[config.mk]
export PLATFORM = sky130hd
export DESIGN_NAME = sram_port_arbiter
export DESIGN_NICKNAME = d
export VERILOG_FILES = /design/src/rtl/sram_port_arbiter.sv
export SDC_FILE = /design/constraint.sdc
export NUM_CORES = 1
export LEC_CHECK = 0
export ABC_AREA = 1
export CORE_ASPECT_RATIO = 1.25
export CORE_MARGIN = 4
export CORE_UTILIZATION = 40
export DETAILED_ROUTE_END_ITERATION = 10
export PLACE_DENSITY = 0.92
export RECOVER_POWER = 25
export SETUP_SLACK_MARGIN = 0.02
export SLEW_MARGIN = 20
export SYNTH_ARGS = -nofsm -noshare
export SYNTH_HDL_FRONTEND = slang
export SYNTH_SLANG_ARGS = --single-unit
[constraint.sdc]
create_clock -name CLK -period 2.15 [get_ports CLK]
set_input_delay 0.43 -clock CLK [delete_from_list [all_inputs] [get_ports CLK]]
set_output_delay 0.43 -clock CLK [all_outputs]
set_load 0.005 [all_outputs]
[src/rtl/sram_port_arbiter.sv]
// sram_port_arbiter: two-port round-robin front end for a 1-cycle SRAM.
// All SRAM controls are registered; locked bursts are capped at LOCK_MAX.
module sram_port_arbiter #(
  parameter int AW       = 9,
  parameter int DW       = 8,
  parameter int LOCK_MAX = 16
) (
  input  logic          CLK,
  input  logic          RST_N,
  input  logic          REQ0,
  input  logic          REQ1,
  input  logic          WE0,
  input  logic          WE1,
  input  logic          LOCK0,
  input  logic          LOCK1,
  input  logic [AW-1:0] ADDR0,
  input  logic [AW-1:0] ADDR1,
  input  logic [DW-1:0] WD0,
  input  logic [DW-1:0] WD1,
  output logic          GNT0,
  output logic          GNT1,
  output logic          RV0,
  output logic          RV1,
  output logic [DW-1:0] RDATA,
  output logic          SRAM_CEN,
  output logic          SRAM_WEN,
  output logic [AW-1:0] SRAM_A,
  output logic [DW-1:0] SRAM_D,
  input  logic [DW-1:0] SRAM_Q
);

  localparam int CW = (LOCK_MAX > 1) ? $clog2(LOCK_MAX) : 1;
  localparam logic [CW-1:0] LIM = CW'(LOCK_MAX - 1);

  typedef enum logic [1:0] {
    IDLE = 2'd0,
    OWN0 = 2'd1,
    OWN1 = 2'd2
  } state_t;

  state_t        state_q, state_d;
  logic          last_q, last_d;
  logic [CW-1:0] cnt_q, cnt_d;

  logic any, both, keep0, keep1, hold, sel1, stay;

  assign RDATA = SRAM_Q;

  // Pick the winner and update ownership and the lock run counter.
  always_comb begin
    state_d = state_q;
    last_d  = last_q;
    cnt_d   = '0;
    sel1    = 1'b0;
    any     = REQ0 | REQ1;
    both    = REQ0 & REQ1;
    keep0   = (state_q == OWN0) && LOCK0 && (cnt_q < LIM);
    keep1   = (state_q == OWN1) && LOCK1 && (cnt_q < LIM);
    hold    = both && (keep0 || keep1);
    unique case (1'b1)
      !any:                     sel1 = 1'b0;
      REQ0 && !REQ1:            sel1 = 1'b0;
      !REQ0 && REQ1:            sel1 = 1'b1;
      both && keep0:            sel1 = 1'b0;
      both && keep1:            sel1 = 1'b1;
      both && !keep0 && !keep1: sel1 = ~last_q;
      default:                  sel1 = 1'b0;
    endcase
    stay = ((state_q == OWN0) && !sel1 && LOCK0) ||
           ((state_q == OWN1) &&  sel1 && LOCK1);
    if (!any) begin
      state_d = IDLE;
    end else begin
      state_d = sel1 ? OWN1 : OWN0;
      last_d  = sel1;
    end
    if (hold)
      cnt_d = cnt_q + CW'(1);
    else if (any && stay)
      cnt_d = cnt_q;
    else
      cnt_d = '0;
  end

  // Arbitration state register.
  always_ff @(posedge CLK or negedge RST_N) begin
    if (!RST_N) begin
      state_q <= IDLE;
      last_q  <= 1'b1;
      cnt_q   <= '0;
    end else begin
      state_q <= state_d;
      last_q  <= last_d;
      cnt_q   <= cnt_d;
    end
  end

  // Registered SRAM controls, grant pulses and read-valid strobes.
  always_ff @(posedge CLK or negedge RST_N) begin
    if (!RST_N) begin
      SRAM_CEN <= 1'b1;
      SRAM_WEN <= 1'b1;
      SRAM_A   <= '0;
      SRAM_D   <= '0;
      GNT0     <= 1'b0;
      GNT1     <= 1'b0;
      RV0      <= 1'b0;
      RV1      <= 1'b0;
    end else begin
      RV0 <= GNT0 & SRAM_WEN;
      RV1 <= GNT1 & SRAM_WEN;
      if (any) begin
        SRAM_CEN <= 1'b0;
        SRAM_WEN <= sel1 ? ~WE1 : ~WE0;
        SRAM_A   <= sel1 ? ADDR1 : ADDR0;
        SRAM_D   <= sel1 ? WD1 : WD0;
        GNT0     <= ~sel1;
        GNT1     <= sel1;
      end else begin
        SRAM_CEN <= 1'b1;
        SRAM_WEN <= 1'b1;
        GNT0     <= 1'b0;
        GNT1     <= 1'b0;
      end
    end
  end

endmodule

---- Word-level counts from Yosys, hierarchy flattened ----
Index checks and enable logic that the tools add are counted.
cells by class
  add/subtract/negate cells ............... 1
  $lt $le $gt $ge ......................... 1
  equality and inequality tests ........... 3
  multiplexer cells ....................... 12
  bitwise gates (word level) .............. 8
  reduce and logical (&&, ||, !) cells .... 21
operators with widths
  kind                 count
  $logic_and 1x1->1    14
  $mux 9               1
  $mux 4               2
  $mux 8               1
  $mux 1               5
  $add 4x1->4 const B  1
  $logic_not 1->1      4
  $lt 4x4->1 const B   1
  $mux 2               2
  $not 1->1            4
  $and 1x1->1          3
  $eq 2x1->1 const B   1
  $eq 2x2->1 const B   1
  $logic_or 1x1->1     2
  $ne 2x2->1 const B   1
  $pmux 1 s2           1
  $reduce_or 2->1      1
  $or 1x1->1           1
storage, ports and cells
  register bits ........................... 30
  input port bits ......................... 50
  output and inout bits ................... 31
  word-level logic and storage cells ...... 57

---- Logic depth before layout (Yosys ltp) ----
Gate-level depths: netlist (run 1).
  depth after elaboration ................. 14
  mapped depth ............................ 11
  mapped depth without buffers ............ 10

---- Worst setup path before layout (run 1) ----
Ideal clock, no wire load.
  kind .................................... register -> register
  from .................................... register cnt_q[0]
  to ...................................... register SRAM_A[5]
  library setup time ...................... 0.122 ns
  data arrival time ....................... 1.302 ns
  required time ........................... 2.028 ns
  slack ................................... 0.726 ns
  stages on the path, launching flop included .. 11
  path buffers ............................ 1
  period minus slack after synthesis ...... 1.424 ns
  cell sequence ........................... dfrtp_1 ha_1 nand3_1 nand2_2 nand2_1 nand2_2 nand2_4 nor2_4 buf_6 a22oi_2 nand2_1
on the way
  longest elaborated chain between the ends .. 7
  elaborated cells between the ends (all ways) .. 11
  those cells by class .................... order compare (1); mux (2); reduce/logical (8)
ends and longest elaborated chain
  item                             RTL line  RTL
  start, declared                  43        logic [CW-1:0] cnt_q, cnt_d;
  start signal, assigned           94        cnt_q <= cnt_d;
  $lt 4x4->1 *                     57, 58
  $logic_and 1x1->1                57        keep0 = (state_q == OWN0) && LOCK0 && (cnt_q < LIM);
  $logic_not 1->1                  66        both && !keep0 && !keep1: sel1 = ~last_q;
  $logic_and 1x1->1 (2 in series)  66
  $pmux 1 s2 *                     60        unique case (1'b1)
  $mux 9 *                         115       SRAM_A <= sel1 ? ADDR1 : ADDR0;
  end signal, assigned             115
  end, declared                    27        output logic [AW-1:0] SRAM_A,
Mark *: on every way between the ends. The rest lies on a longest branch, timed or not.
A chain may end at the register's enable or synchronous reset.

---- Worst setup path after layout (run 1) ----
  from .................................... register SRAM_WEN
  to ...................................... output SRAM_WEN
RTL lines
  item                    RTL line  RTL
  start, declared         26        output logic SRAM_WEN,
  start signal, assigned  114       SRAM_WEN <= sel1 ? ~WE1 : ~WE0;
No word-level cell between the ends.

==> results of run 1 <==
[cells in the final DEF (no fill, tap or decap), types with 3 or more instances in the layout]
| cell type | count |
|---|---|
| sky130_fd_sc_hd__nand3_1 | 22 |
| sky130_fd_sc_hd__inv_1 | 4 |
| sky130_fd_sc_hd__dfrtp_1 | 25 |
| sky130_fd_sc_hd__nor2_1 | 5 |
| sky130_fd_sc_hd__nand2_1 | 64 |
| sky130_fd_sc_hd__buf_4 | 3 |
| sky130_fd_sc_hd__clkdlybuf4s50_1 | 63 |
| sky130_fd_sc_hd__clkbuf_8 | 3 |
| sky130_fd_sc_hd__nand2_2 | 4 |
[cell type report]
| class | instances | area, um2 |
|---|---|---|
| timing repair buffer | 69 | 688 |
| tap | 37 | 46.3 |
| fill | 267 | 1210 |
| inverter | 5 | 18.8 |
| multi-input combinational | 107 | 509 |
| clock buffer | 4 | 45.0 |
| sequential | 28 | 704 |
[registers in the layout (all words and copies together), names as in the netlist]
signal,count
RV1,1
GNT1,1
last_q,1
SRAM_D,8
cnt_q,4
SRAM_CEN,1
state_q,1
SRAM_A,9
RV0,1
SRAM_WEN,1
[worst max path at each step]
| stage | cells after the start | slack [ns] | startpoint | end |
|---|---|---|---|---|
| floorplan | 10 | 0.73 | cnt_q[0]$_DFFE_PN0P_ | SRAM_A[5]$_DFFE_PN0N_ |
| CTS | 1 | 0.41 | SRAM_WEN$_DFF_PN1_ | SRAM_WEN |
| finish | 1 | 0.40 | SRAM_WEN$_DFF_PN1_ | SRAM_WEN |
| global placement | 11 | 0.27 | LOCK1 | SRAM_D[2]$_DFFE_PN0N_ |
| detailed placement | 9 | 0.23 | REQ1 | SRAM_A[5]$_DFFE_PN0N_ |
| global route | 1 | 0.35 | SRAM_WEN$_DFF_PN1_ | SRAM_WEN |
[through the flow]
step / power, mW / cells / area, um2 / util, % / hold slack, ns
after global placement: 0.971 / 246 / 1970 / 61.1 / 0.478
after CTS: 1.26 / 250 / 2010 / 62.5 / 0.500
after floorplan: 0.763 / 154 / 1340 / - / 0.134
after detailed placement: 0.983 / 246 / 1970 / 61.1 / 0.482
after global routing: 1.32 / 250 / 2010 / 62.4 / 0.520
final: 1.25 / 250 / 2010 / 62.4 / 0.500
[cell families after synthesis]
family | Yosys count | synth area share [%]
flip-flops | 28 | 52.5
AO/OA/AOI/OAI | 4 | 2.80
buffers and inverters | 19 | 9.51
adder cells (fa/ha/maj) | 1 | 0.933
XOR/XNOR | 1 | 0.653
AND/OR/NAND/NOR | 101 | 33.6
[power by group]
group / switching [mW] / total [mW] / internal, mW
clock network: 0.150 / 0.283 / 0.132
registers: 0.0343 / 0.623 / 0.589
logic: 0.131 / 0.341 / 0.210
total: 0.316 / 1.25 / 0.931
[per-layer routing]
metal	routed length, um	GRT usage, %	up-vias	share of wire (%)
met3	188	3.54	8	5.8
li1	-	-	598	-
met5	0	0	-	0
met2	1810	30.4	37	56
met1	1190	15.5	548	37
met4	63	5.67	0	1.9
==> flow_summary.ini, run 1 <==
[run_status]
run_status = finished, final reports clean

[yosys]
seq_area_frac_synth_pct = 52.5
synth_enable_flop_cells = 0
netlist.top_cell.by_area = sky130_fd_sc_hd__dfrtp_1
netlist-cell-type-count = 21
synthesis.area_um2 = 1340
synth_top_cells_by_area = sky130_fd_sc_hd__dfrtp_1 (47%), sky130_fd_sc_hd__nand2_1 (18%), sky130_fd_sc_hd__nand3_1 (8.2%)
synth.cells.most_frequent = sky130_fd_sc_hd__nand2_1 (64), sky130_fd_sc_hd__dfrtp_1 (25), sky130_fd_sc_hd__nand3_1 (22)
ys_seq_elements = 28
synthArstFlopShare_pct = 100
synth-warning-count = 0
postSynthCellCount = 154
synthesis.area_per_instance_um2 = 8.71
synthMostInstantiatedCell = sky130_fd_sc_hd__nand2_1
yosys_most_used_dff = sky130_fd_sc_hd__dfrtp_1
syn-num-nets = 205
proportion_of_netlist_area_held_by_the_largest_area_contributor_pct = 46.6

[cells_and_area]
area_delta_synth_final_pct = 50.0
layout.nets = 265
antenna-diode-count = 0
fraction_of_final_layout_cells_sized_beyond_drive_strength_1_pct = 10.3

[critical_path]
startpoint_type = flip-flop
timing.critical_path.to_type = primary output
timing.critical_path.required_ns = 1.72
worst-r2r-setup-slack_ns = 0.54
critical_path_at_ns = 1.32
critical_path.reg2reg.endpoint = SRAM_A[5]$_DFFE_PN0N_
r2r.worst_path.cells = 10
worstSetupPathType = reg2out
critical_path_buf_inv_count = 1
crit_path_top_delay_cell = sky130_fd_sc_hd__dfstp_1
crit_family = flip-flops
critical_path_peak_fanout = 3
regToRegStartpoint = cnt_q[0]$_DFFE_PN0P_
crit_path_max_incr_delay_ns = 0.55
critical_path.cell_chain = clkdlybuf4s50_1

[route]
vias_per_cell = 4.76
drc = 0
drt_iter0_markers = 21
post_drt_wl_per_cell_um = 13.0
route.vias.total = 1191
detailedRoute.firstPassIterationCount = 4
drtAntennaViolNets = 0
detail_route.wirelength_mm = 3.24

[clocking]
ctsHoldBuffers = 0
postCtsSetupRepairBufs = 0
clock_sinks = 28
cts.htree.levels = 1
clk_slew_on_worst_s_h_paths_ns = 0.09
tritoncts_clock_tree = done
clock_latency_ns = 0.27
post_cts_resize_count = 0
clock_tree.root_cell = sky130_fd_sc_hd__clkbuf_8
cts_buffer_depth = 2
numCtsBuffers = 3

[sta]
tightest_slew_ns = 0.683
final.setup.tns_ns = 0
finalSetupViolCount = 0
timing.clock.skew_ns = 0.00460
finalWorstPathRequiredPeriod_ns = 1.75
max_freq_mhz = 573
slew_headroom_pct = 54.5
report.final.hold_viol_count = 0
timing_max_transition_violations_final = 0
setup_slack_ns = 0.405
grt_setup_unrepaired = no
finalCritPeriodShare_pct = 81.2

[pwr]
p_leak_nw = 0.917
vdd_drop_max_uv = 438
power_per_cell_area_nw_per_um2 = 620

[min_path]
hp-class = reg2reg
min_delay_worst_endpoint = SRAM_D[1]$_DFFE_PN0N_
holdPathStages = 2
hold_path_startpoint = SRAM_D[1]$_DFFE_PN0N_

[floorplan]
die_w_um = 59.8
floorplan.initialDensity_pct = 41.6
row_count = 23
floorplan.die_area_um2 = 4350
dieHeight_um = 72.7
top_ports = 81
coreArea_um2 = 3220

[placed_design]
port-buffer-count = 64
dpl_worst_slack_ns = 0.228
gp_weighted_congestion = 0.807
place.detailed.hpwl_mm = 2.57

[grt]
grt_use_total_pct = 15.7
grt_max_degree = 29
global_route_wire_length_before_repair_mm = 5.29
grt_pass1_vias = 1314
global_route.overflow_total = 0
grt_antenna_before_repair = 0

[run]
number_of_violations_of_the_max_capacitance_limit = 0
Note: power is estimated with default switching activity, not from simulation.
==> run 2, diff against run 1 <==
CORE_UTILIZATION = 37   (was 40)
PLACE_DENSITY = 0.87   (was 0.92)
clock period = 1.7 ns   (was 2.15 ns; I/O delays follow)
==> run 2 against run 1 <==
Utilization fell by 2.4 points. Setup slack got worse by 0.32 ns. Non-clock buffer count increased by 8. Largest cell class is now non-clock buffers.
==> flow_summary.ini, run 2 (same netlist as run 1, synthesis figures left out) <==
[cells_and_area]
area_delta_synth_final_pct = 55.8
layout.cells.most_common_list = sky130_fd_sc_hd__nand2_1 (64), sky130_fd_sc_hd__clkdlybuf4s50_1 (62), sky130_fd_sc_hd__dfrtp_1 (25), sky130_fd_sc_hd__nand3_1 (22), sky130_fd_sc_hd__buf_4 (11)
layout.cell_area.non_filler_um2 = 2090
layout.nets = 273
top_reg_by_flops = SRAM_A
biggestRegsByFlops = SRAM_A x9, SRAM_D x8, cnt_q x4
largest_reg_flops = 9
fraction_of_final_layout_cells_sized_beyond_drive_strength_1_pct = 14.5
multi_input_area_um2 = 512
fillerInstances = 306
regArea_um2 = 704
most_frequent_standard_cell_in_the_layout_excluding_fill_and_tap_cells = sky130_fd_sc_hd__nand2_1
antenna-diode-count = 0

[run_status]
run_status = finished, final reports clean

[sta]
timing.clock.skew_ns = 0.00229
report.final.hold_viol_count = 0
grt_setup_unrepaired = yes
tightest_slew_ns = 0.668
timing_max_transition_violations_final = 0
final.setup.tns_ns = 0
finalWorstPathRequiredPeriod_ns = 1.61
timing.hold.ws_ns = 0.500
setup_slack_ns = 0.0851
max_freq_mhz = 619
slew_headroom_pct = 55.5
finalCritPeriodShare_pct = 95.0
finalSetupViolCount = 0

[clocking]
numCtsBuffers = 3
tritoncts_clock_tree = done
clock_latency_ns = 0.26
cts_buffer_depth = 2
clock_tree.root_cell = sky130_fd_sc_hd__clkbuf_8
clk_slew_on_worst_s_h_paths_ns = 0.09
clock_sinks = 28
cts.htree.levels = 1
postCtsSetupRepairBufs = 0

[route]
drt_iter0_markers = 34
vias_per_cell = 4.60
drc = 0
post_drt_wl_per_cell_um = 12.1
detail_route.wirelength_mm = 3.14
drtAntennaViolNets = 0
detailedRoute.firstPassIterationCount = 4
route.vias.total = 1197

[floorplan]
dieHeight_um = 75.3
coreArea_um2 = 3480
floorplan.initialDensity_pct = 38.5
die_w_um = 61.9
floorplan.die_area_um2 = 4660
top_ports = 81
row_count = 24

[grt]
grt_max_degree = 29
grt_pass1_vias = 1218
global_route_wire_length_before_repair_mm = 5.14
grt_antenna_before_repair = 0
global_route.overflow_total = 0
grt_use_total_pct = 14.7

[critical_path]
crit_path_max_incr_delay_ns = 0.52
critical_path.cell_chain = clkdlybuf4s50_1
timing.critical_path.required_ns = 1.36
crit_family = flip-flops
timing.critical_path.to_type = primary output
critical_path_buf_inv_count = 1
startpoint_type = flip-flop
critical_path_peak_fanout = 1
crit_path_top_delay_cell = sky130_fd_sc_hd__dfstp_2
critical_path_at_ns = 1.27
worstSetupPathType = reg2out

[pwr]
clkPwrFrac_pct = 24.2
internal_power_mw = 1.23
total_power_mw = 1.63
power.share.switching_pct = 24.6
sequentialPowerShare_pct = 48.3
p_leak_nw = 0.967
power_per_cell_area_nw_per_um2 = 782
net-switching-power_mw = 0.402
combPwrFrac_pct = 27.5
vdd_drop_max_uv = 560

[min_path]
hp-class = reg2reg

[placed_design]
place.detailed.hpwl_mm = 2.52
post_dp_cell_area_um2 = 2030
dpl_worst_slack_ns = -0.0855
port-buffer-count = 64
gp_weighted_congestion = 0.715

[run]
number_of_violations_of_the_max_capacitance_limit = 0
==> run 2: cell types whose count changed in the layout (fill, tap and decap cells not counted), sizes merged <==
cell           delta
buf               +8
clkdlybuf4s50     -1
dlymetal6s2s      +1
==> run 2: worst paths after layout <==
kind | slack [ns] | depth (start not counted) | end | from
min in group asynchronous | 0.63 | 2 | RV1$_DFF_PN0_ | RST_N
max in group asynchronous | 0.64 | 2 | SRAM_A[5]$_DFFE_PN0N_ | RST_N
max reg2reg | 0.16 | 10 | SRAM_A[4]$_DFFE_PN0N_ | cnt_q[0]$_DFFE_PN0P_
max | 0.09 | 1 | SRAM_CEN | SRAM_CEN$_DFF_PN1_
min | 0.50 | 2 | SRAM_A[7]$_DFFE_PN0N_ | SRAM_A[7]$_DFFE_PN0N_
min reg2reg | 0.50 | 2 | SRAM_A[7]$_DFFE_PN0N_ | SRAM_A[7]$_DFFE_PN0N_
==> run 2: power by group through the flow <==
stage          sequential (mW)  combinational [mW]  clock [mW]
6_report                 0.790               0.450       0.395
5_1_grt                  0.800               0.496       0.431
4_1_cts                  0.791               0.461       0.405
3_5_place_dp             0.804               0.460           0
3_3_place_gp             0.801               0.452           0
2_1_floorplan            0.807               0.158           0
==> run 2: repair_timing <==
item	in CTS	in global routing
hold buffers	0	0
setup endpoints to repair	0	8
gates resized for setup	0	2
==> run 2: metal layers <==
metal	track usage, %	vias to the layer above	share of wire (%)
li1	-	615	-
met1	16.7	535	37
met4	7.31	0	3.8
met3	3.22	12	6.5
met5	0	-	0
met2	25.5	35	53
==> run 2: stage by stage <==
stage                     cells  util, %
final                       260     60.0
after global routing        260     60.0
after floorplan             154        -
after CTS                   260     59.9
after detailed placement    256     58.3
after global placement      256     58.3
==> run 2: layout make-up <==
type	count	share of cell area [%]
Clock buffer	4	2.63
Inverter	5	0.898
Multi-Input combinational cell	107	24.5
Sequential cell	28	33.7
Tap cell	39	2.34
Timing Repair Buffer	77	35.9
==> run 3, diff against run 2 <==
CORE_UTILIZATION = 40   (was 37)
PLACE_DENSITY = 0.92   (was 0.87)
clock period = 2.1 ns   (was 1.7 ns; I/O delays follow)
==> run 3 against run 2 <==
Power fell by 20%. Highest routed layer unchanged. Die area fell by 6.6%. Sequential cell count did not move. Register-to-register slack improved by 0.34 ns. Global-route usage rose by 1.7 points. Critical path type unchanged. Utilization rose by 2.7 points. Non-clock buffer count fell by 8. Sequential power fell by 19%. Via count barely moved.
==> flow_summary.ini, run 3 (same netlist as run 1, synthesis figures left out) <==
[run_status]
run_status = finished, final reports clean

[sta]
tightest_slew_ns = 0.694
slew_headroom_pct = 53.7
grt_setup_unrepaired = no
max_freq_mhz = 572
finalSetupViolCount = 0
timing.hold.ws_ns = 0.497
final.setup.tns_ns = 0
finalCritPeriodShare_pct = 83.3
timing.clock.skew_ns = 0.00450
finalWorstPathRequiredPeriod_ns = 1.75
timing_max_transition_violations_final = 0
report.final.hold_viol_count = 0

[pwr]
power_per_cell_area_nw_per_um2 = 649
clkPwrFrac_pct = 24.8
internal_power_mw = 0.985
power.share.switching_pct = 24.9
net-switching-power_mw = 0.327
combPwrFrac_pct = 26.5
vdd_drop_max_uv = 393
p_leak_nw = 0.923
sequentialPowerShare_pct = 48.8

[cells_and_area]
largest_reg_flops = 9
regArea_um2 = 704
area_delta_synth_final_pct = 50.7
layout.nets = 265
multi_input_area_um2 = 509
post_layout_nonfiller_instances = 250
most_frequent_standard_cell_in_the_layout_excluding_fill_and_tap_cells = sky130_fd_sc_hd__nand2_1
antenna-diode-count = 0
top_reg_by_flops = SRAM_A
biggestRegsByFlops = SRAM_A x9, SRAM_D x8, cnt_q x4
fillerInstances = 267
fraction_of_final_layout_cells_sized_beyond_drive_strength_1_pct = 10.8
layout.cells.most_common_list = sky130_fd_sc_hd__nand2_1 (64), sky130_fd_sc_hd__clkdlybuf4s50_1 (63), sky130_fd_sc_hd__dfrtp_1 (25), sky130_fd_sc_hd__nand3_1 (22), sky130_fd_sc_hd__nor2_1 (5)

[clocking]
clock_latency_ns = 0.27
numCtsBuffers = 3
clk_slew_on_worst_s_h_paths_ns = 0.09
postCtsSetupRepairBufs = 0
ctsHoldBuffers = 0
clock_sinks = 28
post_cts_resize_count = 0
cts.htree.levels = 1
cts_buffer_depth = 2
clock_tree.root_cell = sky130_fd_sc_hd__clkbuf_8
tritoncts_clock_tree = done

[critical_path]
critical_path_at_ns = 1.33
critical_path_buf_inv_count = 1
worst-path-stages = 1
timing.critical_path.required_ns = 1.68
timing.critical_path.from = SRAM_WEN$_DFF_PN1_
worstSetupEndpoint = SRAM_WEN
r2r.worst_path.cells = 10
timing.critical_path.to_type = primary output
critical_path.reg2reg.endpoint = SRAM_A[5]$_DFFE_PN0N_
critical_path_peak_fanout = 3
startpoint_type = flip-flop
crit_path_max_incr_delay_ns = 0.56
regToRegStartpoint = cnt_q[0]$_DFFE_PN0P_
critical_path.cell_chain = clkdlybuf4s50_1
crit_path_top_delay_cell = sky130_fd_sc_hd__dfstp_1
worst-r2r-setup-slack_ns = 0.50
worstSetupPathType = reg2out
crit_family = flip-flops

[min_path]
hold_path_startpoint = SRAM_D[7]$_DFFE_PN0N_
hp-class = reg2reg

[placed_design]
place.detailed.hpwl_mm = 2.52
gp_weighted_congestion = 0.808
port-buffer-count = 64
placed_cells = 246

[grt]
grt_max_degree = 29
global_route_wire_length_before_repair_mm = 5.43
grt_pass1_vias = 1317
global_route.overflow_total = 0
grt_antenna_before_repair = 0
grt_use_total_pct = 16.4

[route]
drt_iter0_markers = 15
drc = 0
route.vias.total = 1196
detail_route.wirelength_mm = 3.21
drtAntennaViolNets = 0
post_drt_wl_per_cell_um = 12.9
detailedRoute.firstPassIterationCount = 3
vias_per_cell = 4.78

[floorplan]
top_ports = 81
floorplan.initialDensity_pct = 41.6
die_w_um = 59.8
floorplan.die_area_um2 = 4350
row_count = 23
coreArea_um2 = 3220
dieHeight_um = 72.7

[run]
number_of_violations_of_the_max_capacitance_limit = 0
run 3: changes by cell type in the layout (fill, tap and decap cells not counted), sizes merged:
cell / before / now
buf: 12 / 4
clkdlybuf4s50: 62 / 63
dlymetal6s2s: 1 / 0
run 3: area by class of cell:
type | count | share of cell area [%]
inverters | 5 | 0.928
multi-input cells | 107 | 25.2
clock buffers | 4 | 2.72
well taps | 37 | 2.29
repair buffers | 69 | 34.0
flip-flops and latches | 28 | 34.8
run 3: layer usage:
layer  vias up  track usage [%]  part of all wire [%]
met1       562             16.1                    36
met5         -                0                     0
met4         0             6.90                   1.0
li1        597                -                     -
met3         4             3.89                   6.2
met2        33             31.3                    56
run 3: through the flow:
stage	worst slack (ns)	total power, mW	cell area [um2]	utilization (%)
2_1_floorplan	0.676	0.781	1340	-
3_3_place_gp	0.227	0.994	1970	61.1
3_5_place_dp	0.184	1.01	1970	61.1
4_1_cts	0.360	1.33	2020	62.8
5_1_grt	0.304	1.39	2020	62.7
6_report	0.351	1.31	2020	62.7
run 3: worst min-delay path: stages (launching register included):
cell,delay [ns]
sky130_fd_sc_hd__dfrtp_1,0.35
sky130_fd_sc_hd__nand2_1,0.05
sky130_fd_sc_hd__nand3_1,0.07
run 3: worst min-delay path by stage:
stage,end,slack (ns),cells past startpoint
after floorplan,GNT1$_DFF_PN0_,0.12,0
after global placement,SRAM_D[6]$_DFFE_PN0N_,0.48,2
after detailed placement,SRAM_D[1]$_DFFE_PN0N_,0.48,2
after CTS,SRAM_D[1]$_DFFE_PN0N_,0.51,2
after global routing,SRAM_D[2]$_DFFE_PN0N_,0.53,2
final,SRAM_D[7]$_DFFE_PN0N_,0.50,2
run 3: power groups by stage:
stage / logic, mW / clock network, mW / registers [mW]
2_1_floorplan: 0.128 / 0 / 0.653
3_3_place_gp: 0.347 / 0 / 0.647
3_5_place_dp: 0.356 / 0 / 0.650
4_1_cts: 0.357 / 0.335 / 0.641
5_1_grt: 0.382 / 0.355 / 0.649
6_report: 0.347 / 0.325 / 0.640
